**src/rtl/lcd_bus_reader.sv**
```systemverilog
// lcd_bus_reader
// Read-side controller for an HD44780-style character LCD bus. It requests the
// shared LCD pins from the display writer, then performs one status read
// (RS=0, busy flag + address counter) or one data read (RS=1). Status reads
// can optionally poll until the busy flag clears, or until MAX_POLLS reads
// have been made.
//
// Ports:
//   iCLK_50MHZ   system clock
//   iRST_N       asynchronous active-low reset
//   iREQ         start request, only looked at while idle
//   iRS          0 = status read, 1 = data read (captured with iREQ)
//   iPOLL        repeat status reads until BF=0 (captured with iREQ)
//   iBUS_GNT     writer has released the LCD pins
//   LCD_DATA_IN  LCD data bus as seen by the FPGA
//   oBUS_REQ     request for LCD pin ownership
//   oBUSY        high whenever a transaction is in progress
//   oACK         one-cycle completion pulse
//   oRDATA       last byte sampled from the LCD
//   oTIMEOUT     poll limit reached with BF still set (valid with oACK)
//   oABORT       grant was lost mid-cycle (valid with oACK)
//   LCD_RW       1 = read
//   LCD_E        LCD enable strobe
//   LCD_RS       register select
`timescale 1ns/1ps

module lcd_bus_reader #(
  parameter int T_AS      = 3,
  parameter int T_EH      = 16,
  parameter int T_EL      = 16,
  parameter int MAX_POLLS = 1000
) (
  input  logic       iCLK_50MHZ,
  input  logic       iRST_N,
  input  logic       iREQ,
  input  logic       iRS,
  input  logic       iPOLL,
  input  logic       iBUS_GNT,
  input  logic [7:0] LCD_DATA_IN,
  output logic       oBUS_REQ,
  output logic       oBUSY,
  output logic       oACK,
  output logic [7:0] oRDATA,
  output logic       oTIMEOUT,
  output logic       oABORT,
  output logic       LCD_RW,
  output logic       LCD_E,
  output logic       LCD_RS
);

  localparam int T_MAX = (T_AS > T_EH) ? ((T_AS > T_EL) ? T_AS : T_EL)
                                       : ((T_EH > T_EL) ? T_EH : T_EL);
  localparam int CW = ($clog2(T_MAX) > 0) ? $clog2(T_MAX) : 1;
  localparam int PW = ($clog2(MAX_POLLS) > 0) ? $clog2(MAX_POLLS) : 1;

  typedef enum logic [2:0] {
    IDLE,
    GNT_WAIT,
    SETUP,
    E_HIGH,
    E_HOLD,
    DONE
  } state_t;

  state_t        state;
  state_t        state_d;
  logic [CW-1:0] cnt;
  logic [CW-1:0] cnt_d;
  logic [PW-1:0] poll_cnt;
  logic          rs_q;
  logic          poll_mode_q;
  logic [7:0]    rdata_q;
  logic          timeout_q;
  logic          abort_q;

  logic          start;
  logic          sample;
  logic          poll_next;
  logic          set_timeout;
  logic          set_abort;
  logic          bf_retry;

  // Another status read is due when polling, the byte just read still shows
  // BF=1, and the read budget is not yet exhausted.
  assign bf_retry = poll_mode_q && rdata_q[7] &&
                    ((int'(poll_cnt) + 1) < MAX_POLLS);

  // State and phase timer. The single down-counter is reloaded on every phase
  // entry and the phase ends when it reaches zero.
  always_ff @(posedge iCLK_50MHZ or negedge iRST_N) begin
    if (!iRST_N) begin
      state <= IDLE;
      cnt   <= '0;
    end else begin
      state <= state_d;
      cnt   <= cnt_d;
    end
  end

  // Next-state logic and pin decoding. Losing the grant in any bus phase
  // wins over phase timing, so a grant drop on the last E_HIGH cycle ends the
  // cycle without sampling. RS and RW are only driven during the three bus
  // phases, so they can only change while E is low.
  always_comb begin
    state_d     = state;
    cnt_d       = cnt;
    start       = 1'b0;
    sample      = 1'b0;
    poll_next   = 1'b0;
    set_timeout = 1'b0;
    set_abort   = 1'b0;
    oBUS_REQ    = 1'b0;
    oBUSY       = 1'b1;
    oACK        = 1'b0;
    LCD_RW      = 1'b0;
    LCD_E       = 1'b0;
    LCD_RS      = 1'b0;
    case (state)
      IDLE: begin
        oBUSY = 1'b0;
        if (iREQ) begin
          start   = 1'b1;
          state_d = GNT_WAIT;
        end
      end
      GNT_WAIT: begin
        oBUS_REQ = 1'b1;
        if (iBUS_GNT) begin
          state_d = SETUP;
          cnt_d   = CW'(T_AS - 1);
        end
      end
      SETUP: begin
        oBUS_REQ = 1'b1;
        LCD_RW   = 1'b1;
        LCD_RS   = rs_q;
        if (!iBUS_GNT) begin
          state_d   = DONE;
          set_abort = 1'b1;
        end else if (cnt == '0) begin
          state_d = E_HIGH;
          cnt_d   = CW'(T_EH - 1);
        end else begin
          cnt_d = cnt - CW'(1);
        end
      end
      E_HIGH: begin
        oBUS_REQ = 1'b1;
        LCD_RW   = 1'b1;
        LCD_RS   = rs_q;
        LCD_E    = 1'b1;
        if (!iBUS_GNT) begin
          state_d   = DONE;
          set_abort = 1'b1;
        end else if (cnt == '0) begin
          sample  = 1'b1;
          state_d = E_HOLD;
          cnt_d   = CW'(T_EL - 1);
        end else begin
          cnt_d = cnt - CW'(1);
        end
      end
      E_HOLD: begin
        oBUS_REQ = 1'b1;
        LCD_RW   = 1'b1;
        LCD_RS   = rs_q;
        if (!iBUS_GNT) begin
          state_d   = DONE;
          set_abort = 1'b1;
        end else if (cnt == '0) begin
          if (bf_retry) begin
            poll_next = 1'b1;
            state_d   = SETUP;
            cnt_d     = CW'(T_AS - 1);
          end else begin
            state_d     = DONE;
            set_timeout = poll_mode_q && rdata_q[7];
          end
        end else begin
          cnt_d = cnt - CW'(1);
        end
      end
      DONE: begin
        oACK    = 1'b1;
        state_d = IDLE;
      end
      default: begin
        state_d = IDLE;
      end
    endcase
  end

  // Transaction context and results. Polling is only meaningful for status
  // reads, so a data read with iPOLL set is folded into a single read here.
  // The timeout/abort flags are loaded on the edge entering DONE and cleared
  // on the next edge, so they are high exactly in the DONE cycle.
  always_ff @(posedge iCLK_50MHZ or negedge iRST_N) begin
    if (!iRST_N) begin
      rs_q        <= 1'b0;
      poll_mode_q <= 1'b0;
      poll_cnt    <= '0;
      rdata_q     <= 8'h00;
      timeout_q   <= 1'b0;
      abort_q     <= 1'b0;
    end else begin
      if (start) begin
        rs_q        <= iRS;
        poll_mode_q <= iPOLL & ~iRS;
        poll_cnt    <= '0;
      end else if (poll_next) begin
        poll_cnt <= poll_cnt + PW'(1);
      end
      if (sample) begin
        rdata_q <= LCD_DATA_IN;
      end
      timeout_q <= set_timeout;
      abort_q   <= set_abort;
    end
  end

  assign oRDATA   = rdata_q;
  assign oTIMEOUT = timeout_q;
  assign oABORT   = abort_q;

endmodule

```
**config.mk**
```make
export PLATFORM = sky130hd
export DESIGN_NAME = lcd_bus_reader
export DESIGN_NICKNAME = d
export VERILOG_FILES = /design/src/rtl/lcd_bus_reader.sv
export SDC_FILE = /design/constraint.sdc
export NUM_CORES = 1
export LEC_CHECK = 0
export BUFFER_PORTS_ARGS = -buffer_cell sky130_fd_sc_hd__buf_2
export CORE_MARGIN = 5
export CORE_UTILIZATION = 62
export CTS_BUF_LIST = sky130_fd_sc_hd__clkbuf_4 sky130_fd_sc_hd__clkbuf_8
export CTS_CLUSTER_SIZE = 28
export DETAILED_ROUTE_END_ITERATION = 8
export PLACE_DENSITY = 0.92
export SLEW_MARGIN = 30
export SYNTH_ARGS = -nofsm -noshare
export SYNTH_HDL_FRONTEND = slang
export SYNTH_SLANG_ARGS = --single-unit
```
**constraint.sdc**
```tcl
create_clock -name iCLK_50MHZ -period 4.8 [get_ports iCLK_50MHZ]
set_input_delay 0 -clock iCLK_50MHZ [delete_from_list [all_inputs] [get_ports iCLK_50MHZ]]
set_output_delay 0 -clock iCLK_50MHZ [all_outputs]
set_load 0.1 [all_outputs]
```
==> impl_metrics.env, run 1 <==
export IMPL_maxSlewViolCount=0
export IMPL_routedWlPerCell_um=17.9
export IMPL_num_rows=19
export IMPL_antenna_found_initial=0
export IMPL_status="finished, final reports clean"
export IMPL_drt_pass1_iter_count=4
export IMPL_cts_sinks=29
export IMPL_die_x_um=62.7
export IMPL_synth_top_area_cell="dfrtp_1"
export IMPL_htreeDepth=2
export IMPL_track_usage_pct=25.6
export IMPL_ant_nets=0
export IMPL_worstSkewPairLatency_ns=0.34
export IMPL_path_clk_slew_ns=0.11
export IMPL_grt_pass1_vias=1617
export IMPL_drv_cap=0
export IMPL_min_period_ns=2.44
export IMPL_drc_errors=0
export IMPL_grt_ovfl_total=0
export IMPL_syn_area_um2=1720
export IMPL_finalSetupViolCount=0
export IMPL_ys_types=53
export IMPL_synth_top_area_share_pct=42.2
export IMPL_relSlewSlack_pct=55.8
export IMPL_synth_fp_nets=207
export IMPL_async_reset_ff_share_pct=100
export IMPL_dpl_hpwl_um=2850
export IMPL_post_route_util_pct=76.5
export IMPL_hold_worst_slack_ns=0.0373
export IMPL_min_period_over_period_pct=50.8
export IMPL_postSynthAreaPerCell_um2=9.05
export IMPL_grt_pass1_wl_um=8120
export IMPL_power_density_nw_per_um2=696
export IMPL_hp_start="iBUS_GNT"
export IMPL_power_mw=1.44
export IMPL_clock_tree_root_cell="clkbuf_4"
export IMPL_synth_cells=190
export IMPL_cp_arrival_ns=2.65
export IMPL_worstSetupPathType="reg -> reg"
export IMPL_max_freq_ghz=0.410
export IMPL_power_leakage_nw=0.955
export IMPL_critPathLaunch="cnt[0]"
export IMPL_worstSetupEndpointType="flip-flop"
export IMPL_worst_pin_slew_ns=0.661
export IMPL_post_cts_resized=0
export IMPL_ys_flop_type="dfrtp_1"
export IMPL_coreArea_um2=2710
export IMPL_required_ns=5.01
export IMPL_drt_total_wl_um=4670
export IMPL_initial_utilization_pct=63.4
export IMPL_rsz0062_at_grt="false"
export IMPL_drt_iter0_drc=181
export IMPL_synth_edff_count=0
export IMPL_area_delta_synth_final_pct=20.6
export IMPL_post_cts_buffers=0
export IMPL_gp_congestion=0.979
export IMPL_drive_above_1_share_pct=22.2
export IMPL_dieArea_um2=3930
export IMPL_grt_max_degree=30
export IMPL_viasPerCell=6.54
export IMPL_timing_rr_start="cnt[0]"
export IMPL_numCtsBuffers=5
export IMPL_nets=246
export IMPL_clk_path_buf_depth=2
export IMPL_fin_tns_setup_ns=0
export IMPL_hold_viol_final=0
export IMPL_synth_area_top_cells="dfrtp_1, mux2_2, nand2_1"
export IMPL_startpoint_type="flip-flop"
export IMPL_ys_seq_elements=29
export IMPL_seq_area_frac_synth_pct=42.2
export IMPL_yosys_warnings=0
export IMPL_num_antenna_cells=0
export IMPL_cp_max_fo=7
export IMPL_max_vdd_ir_drop_mv=0.805
export IMPL_die_h_um=62.7
export IMPL_io_pins=30
export IMPL_skew_ns=0.0185
export IMPL_cts_tree="done"
export IMPL_num_vias=1707
export IMPL_hp_class="in -> reg"
export IMPL_io_buffers=29
repair_timing:
action	4_1_cts	5_1_grt
endpoints found under the setup margin	0	0
endpoints found under the hold margin	39	0
hold buffers	11	0
layer usage:
| layer | part of all wire [%] | vias up | track usage, % |
|---|---|---|---|
| li1 | - | 776 | - |
| met3 | 7.3 | 16 | 4.86 |
| met5 | 0 | - | 0 |
| met1 | 42 | 825 | 33.6 |
| met2 | 47 | 90 | 40.7 |
| met4 | 3.4 | 0 | 11.7 |
critical path, stage by stage, from the launching register on:
cell	delay, ns
dfrtp_1	0.42
inv_1	0.09
ha_1	0.18
nor3b_2	0.44
nor2_1	0.11
o21ai_0	0.49
o21ai_1	0.24
mux2_1	0.36
per-stage QoR:
| stage | cells | cell area (um^2) | worst slack (ns) |
|---|---|---|---|
| 2_1_floorplan | 190 | 1720 | 1.65 |
| 5_1_grt | 261 | 2070 | 2.17 |
| 3_5_place_dp | 242 | 1860 | 2.46 |
| 6_report | 261 | 2070 | 2.36 |
| 4_1_cts | 261 | 2070 | 2.45 |
| 3_3_place_gp | 242 | 1860 | 2.52 |
layout make-up:
type | instances | area, um^2
clock buffers | 5 | 37.5
clock inverters | 3 | 65.1
fillers | 171 | 637
inverters | 7 | 26.3
multi-input cells | 146 | 925
flip-flops and latches | 29 | 726
well taps | 31 | 38.8
repair buffers | 40 | 255
layout by cell type, fill, tap and decap left out, drive strengths merged, types with 3 or more instances in the layout:
| cell | n |
|---|---|
| a211oi | 4 |
| dfrtp | 29 |
| clkbuf | 5 |
| or2 | 4 |
| o21ai | 10 |
| o31ai | 3 |
| dlygate4sd3 | 11 |
| buf | 29 |
| a221o | 3 |
| ha | 3 |
| nand2 | 24 |
| inv | 7 |
| a21o | 3 |
| nand3 | 12 |
| and3 | 5 |
| nor3 | 8 |
| mux2 | 10 |
| and2 | 4 |
| nor2 | 16 |
| a21oi | 7 |
sequential cells by signal, summed over array words and instances (netlist names):
| name | cells |
|---|---|
| oRDATA | 8 |
| rs_q | 1 |
| poll_cnt | 10 |
| cnt | 4 |
| poll_mode_q | 1 |
| oABORT | 1 |
| state | 3 |
| oTIMEOUT | 1 |
final timing paths:
check / endpoint / slack, ns / cells after the start
min in group asynchronous: oRDATA[4] / 0.21 / 2
min: state[2] / 0.04 / 3
max reg2reg: cnt[1] / 2.36 / 7
min reg2reg: poll_mode_q / 0.52 / 2
max: cnt[1] / 2.36 / 7
max in group asynchronous: cnt[1] / 4.16 / 2
power by group:
group | leakage [nW] | internal, mW | switching, mW
clock network | 0.0552 | 0.161 | 0.0916
logic | 0.516 | 0.163 | 0.634
registers | 0.384 | 0.312 | 0.0810
total | 0.955 | 0.637 | 0.807
cell usage after synthesis, drive strengths merged (2+ instances only):
cell type,number
buf,2
or2,4
a221o,3
o31a,2
a211oi,4
a21oi,7
nand2,24
nand3,12
nor2b,2
nand2b,2
ha,3
and3,5
clkbuf,6
and2,4
nor2,16
nor3,8
mux2,10
dfrtp,29
a21o,3
o21ai,10
inv,7
o31ai,3
nor3b,2
kinds of logic after synthesis:
kind of cell | synth area share (%)
AOI/OAI and AO/OA | 18.7
buffers and inverters | 4.00
and+or+nand+nor | 25.3
DFF | 42.2
muxes | 7.13
xor gates and xnor gates | 0.510
adders and majority gates | 2.18
No activity file was read; power rests on OpenSTA's default activity.
==> inputs of run 2 (changes only) <==
--- a/config.mk
+++ b/config.mk
@@ -7,11 +7,11 @@
 export LEC_CHECK = 0
 export BUFFER_PORTS_ARGS = -buffer_cell sky130_fd_sc_hd__buf_2
 export CORE_MARGIN = 5
-export CORE_UTILIZATION = 62
+export CORE_UTILIZATION = 52
 export CTS_BUF_LIST = sky130_fd_sc_hd__clkbuf_4 sky130_fd_sc_hd__clkbuf_8
 export CTS_CLUSTER_SIZE = 28
 export DETAILED_ROUTE_END_ITERATION = 8
-export PLACE_DENSITY = 0.92
+export PLACE_DENSITY = 0.83
 export SLEW_MARGIN = 30
 export SYNTH_ARGS = -nofsm -noshare
 export SYNTH_HDL_FRONTEND = slang
==> constraint.sdc (replaced) <==
create_clock -name iCLK_50MHZ -period 2.1 [get_ports iCLK_50MHZ]
set_input_delay 0 -clock iCLK_50MHZ [delete_from_list [all_inputs] [get_ports iCLK_50MHZ]]
set_output_delay 0 -clock iCLK_50MHZ [all_outputs]
set_load 0.1 [all_outputs]
==> run 2 against run 1 <==
Against the previous run:
- the run now ends with setup timing left
- global-route usage is 0.65 points lower
- sequential share of layout area shrank 4.4 points
- power increased by 130%
- non-clock buffer count increased by 33
- count of clock-buffer cells in the layout unchanged
- routed wire length is 25% higher
- cell area increased by 16%
- clock power rose by 36%
- critical path depth unchanged
- die area rose by 16%
- sequential power up 120%
- fmax up 15%
==> impl_metrics.env, run 2 (same netlist as run 1, synthesis figures left out) <==
export IMPL_status="complete, but fails checks"
export IMPL_violations="setup timing"
export IMPL_fin_ws_ns=-0.0127
export IMPL_drt_total_wl_um=5860
export IMPL_cts_tree="done"
export IMPL_cp_max_fo=8
export IMPL_track_usage_pct=24.9
export IMPL_largest_reg_flops=10
export IMPL_min_period_over_period_pct=101
export IMPL_numCtsBuffers=5
export IMPL_drc_errors=0
export IMPL_skew_ns=0.0127
export IMPL_num_vias=1958
export IMPL_finalSetupViolCount=2
export IMPL_cts_sinks=29
export IMPL_final_common_cell="buf_4"
export IMPL_dieArea_um2=4560
export IMPL_grt_pass1_vias=1767
export IMPL_required_ns=2.35
export IMPL_coreArea_um2=3100
export IMPL_worst_pin_slew_ns=0.644
export IMPL_routedWlPerCell_um=19.0
export IMPL_final_area_um2=2400
export IMPL_final_cell_mix="buf_4, buf_2, nand2_1"
export IMPL_nets=280
export IMPL_power_leakage_nw=1.10
export IMPL_maxSlewViolCount=0
export IMPL_placed_area_um2=2110
export IMPL_worstSetupPathType="reg -> reg"
export IMPL_max_freq_ghz=0.473
export IMPL_startpoint_type="flip-flop"
export IMPL_relSlewSlack_pct=57.1
export IMPL_worstSetupEndpointType="flip-flop"
export IMPL_grt_max_degree=30
export IMPL_grt_ovfl_total=0
export IMPL_drive_above_1_share_pct=37.9
export IMPL_area_delta_synth_final_pct=39.4
export IMPL_io_buffers=29
export IMPL_antenna_found_initial=0
export IMPL_io_pins=30
export IMPL_dpl_hpwl_um=3450
export IMPL_htreeDepth=2
export IMPL_path_clk_slew_ns=0.10
export IMPL_hp_class="in -> reg"
export IMPL_num_antenna_cells=0
export IMPL_power_density_nw_per_um2=1380
export IMPL_drt_pass1_iter_count=7
export IMPL_drt_iter0_drc=304
export IMPL_fin_tns_setup_ns=-0.0128
export IMPL_worstSkewPairLatency_ns=0.35
export IMPL_power_mw=3.31
export IMPL_die_x_um=67.5
export IMPL_max_vdd_ir_drop_mv=0.573
export IMPL_gp_congestion=0.937
export IMPL_num_rows=20
export IMPL_clk_path_buf_depth=2
export IMPL_die_h_um=67.5
export IMPL_drv_cap=0
export IMPL_nFillCells=205
export IMPL_grt_pass1_wl_um=8310
export IMPL_cp_arrival_ns=2.37
export IMPL_clock_tree_root_cell="clkbuf_4"
export IMPL_viasPerCell=6.36
export IMPL_rsz0062_at_grt="true"
export IMPL_largest_register="poll_cnt"
export IMPL_initial_utilization_pct=55.4
export IMPL_ant_nets=0
export IMPL_hold_viol_final=0
export IMPL_min_period_ns=2.11
## run 2: changes by cell type in the layout (fill, tap and decap cells not counted), sizes merged
cell and change:
bufinv -2, clkinv +1, o21a +1, clkbuf +1, buf +32, clkinvlp +1
## run 2: power by group
part	internal, mW	switching, mW	total [mW]
Sequential	0.717	0.135	0.852
Clock	0.126	0.217	0.343
Combinational	0.529	1.58	2.11
## run 2: final timing paths
check                      depth (start not counted)        start  slack [ns]           to
min in group asynchronous                          2       iRST_N        0.21    oRDATA[4]
setup reg to reg                                   7  poll_cnt[0]       -0.01     state[0]
setup / recovery                                   7  poll_cnt[0]       -0.01     state[0]
hold / removal                                     3     iBUS_GNT        0.03     state[2]
max in group asynchronous                          2       iRST_N        1.43  poll_cnt[4]
hold reg to reg                                    2         rs_q        0.51         rs_q
## run 2: final cells by class
cell class	count	area (um^2)	area share [%]
timing repair buffer	73	509	21.2
clock buffer	5	37.5	1.57
inverter	7	26.3	1.10
clock inverter	3	17.5	0.731
sequential	29	733	30.6
multi-input combinational	147	1020	42.5
tap	44	55.1	2.30
## run 2: repair_timing
action	4_1_cts	5_1_grt
pin swaps	1	6
hold buffers	11	0
gates resized for setup	4	14
cloned	0	1
buffers inserted	0	5
endpoints found under the setup margin	7	23
endpoints found under the hold margin	39	0
## run 2: per-stage QoR
| stage | hold WS (ns) | setup slack, ns | util (%) | std cells |
|---|---|---|---|---|
| final | 0.0342 | -0.0127 | 77.3 | 308 |
| after global routing | 0.0357 | -0.102 | 77.3 | 308 |
| after CTS | 0.0126 | 0.0278 | 73.8 | 302 |
| after detailed placement | 0.0575 | -0.0535 | 68.1 | 283 |
| after global placement | 0.0588 | 0.0114 | 68.1 | 283 |
| after floorplan | -0.296 | -0.0303 | - | 190 |
## run 2: critical path: stages, from the launching register on
cell     delay (ns)
dfrtp_2        0.48
ha_4           0.20
nor4_1         0.39
o31a_1         0.30
o21ai_2        0.11
buf_4          0.18
a221o_1        0.30
o31ai_1        0.07
## run 2: layer usage
layer  vias to the layer above  GRT usage (%)  routed length [um]
li1                        842              -                   -
met1                       957           29.9                2250
met2                       134           43.7                2910
met3                        25           3.99                 491
met4                         0           10.6                 197
met5                         -              0                   0
==> inputs of run 3 (changes only) <==
--- a/config.mk
+++ b/config.mk
@@ -11,6 +11,7 @@
 export CTS_BUF_LIST = sky130_fd_sc_hd__clkbuf_4 sky130_fd_sc_hd__clkbuf_8
 export CTS_CLUSTER_SIZE = 28
 export DETAILED_ROUTE_END_ITERATION = 8
+export MAX_ROUTING_LAYER = met4
 export PLACE_DENSITY = 0.83
 export SLEW_MARGIN = 30
 export SYNTH_ARGS = -nofsm -noshare
==> run 3 against run 2 <==
Against the previous run:
- the run now ends clean
- clock power decreased by 3%
- critical path depth stayed put
- setup slack improved by 0.052 ns
- final cell count is 1.6% lower
- combinational power decreased by 2%
- sequential power up 0.5%
- clock skew up 0.0024 ns
- first-iteration DRC count fell by 34%
- via count is 7.3% lower
- routed wire length shrank 8.8%
- register-to-register slack gained 0.05 ns
- critical endpoint is now poll_cnt[5]
- largest power group unchanged
==> impl_metrics.env, run 3 (same netlist as run 1, synthesis figures left out) <==
export IMPL_max_vdd_ir_drop_mv=0.503
export IMPL_required_ns=2.30
export IMPL_wl_met2_um=2620
export IMPL_startpoint_type="flip-flop"
export IMPL_stdcell_count=303
export IMPL_grt_max_degree=30
export IMPL_cts_sinks=29
export IMPL_wl_met3_um=426
export IMPL_io_pins=30
export IMPL_clk_path_buf_depth=2
export IMPL_num_antenna_cells=0
export IMPL_ant_nets=0
export IMPL_status="finished, final reports clean"
export IMPL_wl_met1_um=2100
export IMPL_die_x_um=67.5
export IMPL_finalSetupViolCount=0
export IMPL_power_leakage_nw=1.08
export IMPL_initial_utilization_pct=55.4
export IMPL_worst_pin_slew_ns=0.633
export IMPL_hold_viol_final=0
export IMPL_grt_pass1_wl_um=8230
export IMPL_dieArea_um2=4560
export IMPL_grt_ovfl_total=0
export IMPL_gp_congestion=0.916
export IMPL_coreArea_um2=3100
export IMPL_min_period_ns=2.06
export IMPL_worstSetupPathType="reg -> reg"
export IMPL_relSlewSlack_pct=57.8
export IMPL_worstSetupEndpointType="flip-flop"
export IMPL_numCtsBuffers=5
export IMPL_skew_ns=0.0151
export IMPL_cts_tree="done"
export IMPL_drt_total_wl_um=5340
export IMPL_worstSkewPairLatency_ns=0.34
export IMPL_largest_reg_flops=10
export IMPL_dpl_hpwl_um=3310
export IMPL_rsz0062_at_grt="true"
export IMPL_drc_errors=0
export IMPL_cp_max_fo=8
export IMPL_nets=275
export IMPL_power_density_nw_per_um2=1390
export IMPL_final_common_cell="buf_4"
export IMPL_place_inst=283
export IMPL_grt_pass1_vias=1712
export IMPL_num_rows=20
export IMPL_antenna_found_initial=0
export IMPL_timing_rr_start="poll_cnt[2]"
export IMPL_area_delta_synth_final_pct=36.0
export IMPL_htreeDepth=2
export IMPL_path_clk_slew_ns=0.10
export IMPL_hp_start="iBUS_GNT"
export IMPL_cp_arrival_ns=2.26
export IMPL_min_period_over_period_pct=98.1
export IMPL_final_cell_mix="buf_4, buf_2, nand2_1, dfrtp_1, nor2_1"
export IMPL_critPathLaunch="poll_cnt[2]"
export IMPL_power_mw=3.25
export IMPL_drive_above_1_share_pct=35.9
export IMPL_drt_iter0_drc=200
export IMPL_routedWlPerCell_um=17.6
export IMPL_maxSlewViolCount=0
export IMPL_nFillCells=200
export IMPL_io_buffers=29
export IMPL_viasPerCell=5.99
export IMPL_track_usage_pct=25.2
export IMPL_num_vias=1815
export IMPL_hp_class="in -> reg"
export IMPL_die_h_um=67.5
export IMPL_drv_cap=0
export IMPL_clock_tree_root_cell="clkbuf_4"
export IMPL_drt_pass1_iter_count=4
export IMPL_hold_worst_slack_ns=0.0366
export IMPL_top_layer="met4"
export IMPL_largest_register="poll_cnt"
export IMPL_max_freq_ghz=0.485
-- run 3: worst max-delay path: stages, from the launching register on --
cell     delay, ns
dfrtp_2       0.46
nand3_4       0.12
and4b_1       0.20
o31a_1        0.34
o21a_4        0.25
buf_4         0.15
o21ai_1       0.25
o21ai_0       0.15
-- run 3: power breakdown --
part	leakage (nW)	total, mW	internal, mW	switching [mW]
sequential	0.375	0.856	0.717	0.139
combinational	0.672	2.06	0.506	1.56
clock	0.0354	0.333	0.140	0.193
-- run 3: worst paths after layout --
kind	end	slack [ns]	cells after the start
max	poll_cnt[5]	0.04	7
min	state[2]	0.04	3
max reg2reg	poll_cnt[5]	0.04	7
min reg2reg	oRDATA[3]	0.51	1
max in group asynchronous	poll_cnt[3]	1.43	2
min in group asynchronous	rs_q	0.21	2
-- run 3: final cells by class --
| cell class | instances | area [um^2] | share of cell area (%) |
|---|---|---|---|
| repair buffers | 69 | 475 | 20.3 |
| flip-flops and latches | 29 | 732 | 31.3 |
| inverters | 7 | 26.3 | 1.12 |
| multi-input cells | 146 | 995 | 42.5 |
| clock inverters | 2 | 10.0 | 0.428 |
| well taps | 44 | 55.1 | 2.35 |
| clock buffers | 6 | 45.0 | 1.93 |
-- run 3: through the flow --
step                setup TNS (ns)  utilization [%]  cell area, um^2  setup WS, ns
finish                           0             75.4             2340        0.0397
floorplan                  -0.0606                -             1750       -0.0303
global placement                 0             68.1             2110       0.00903
CTS                              0             73.5             2280       0.00848
detailed placement          -0.289             68.1             2110       -0.0569
global route                -0.312             75.4             2340       -0.0779
-- run 3: what timing repair did --
item	4_1_cts	5_1_grt
setup endpoints to repair	10	20
resized for setup	2	13
setup buffers	0	1
pin swaps	0	1
hold buffers	11	0
endpoints found under the hold margin	39	0
-- run 3: per-layer routing --
layer  up-vias  GRT usage (%)
met4         0           13.4
met3        26           6.32
met2       108           40.2
met1       853           29.1
met5         -              -
li1        828              -
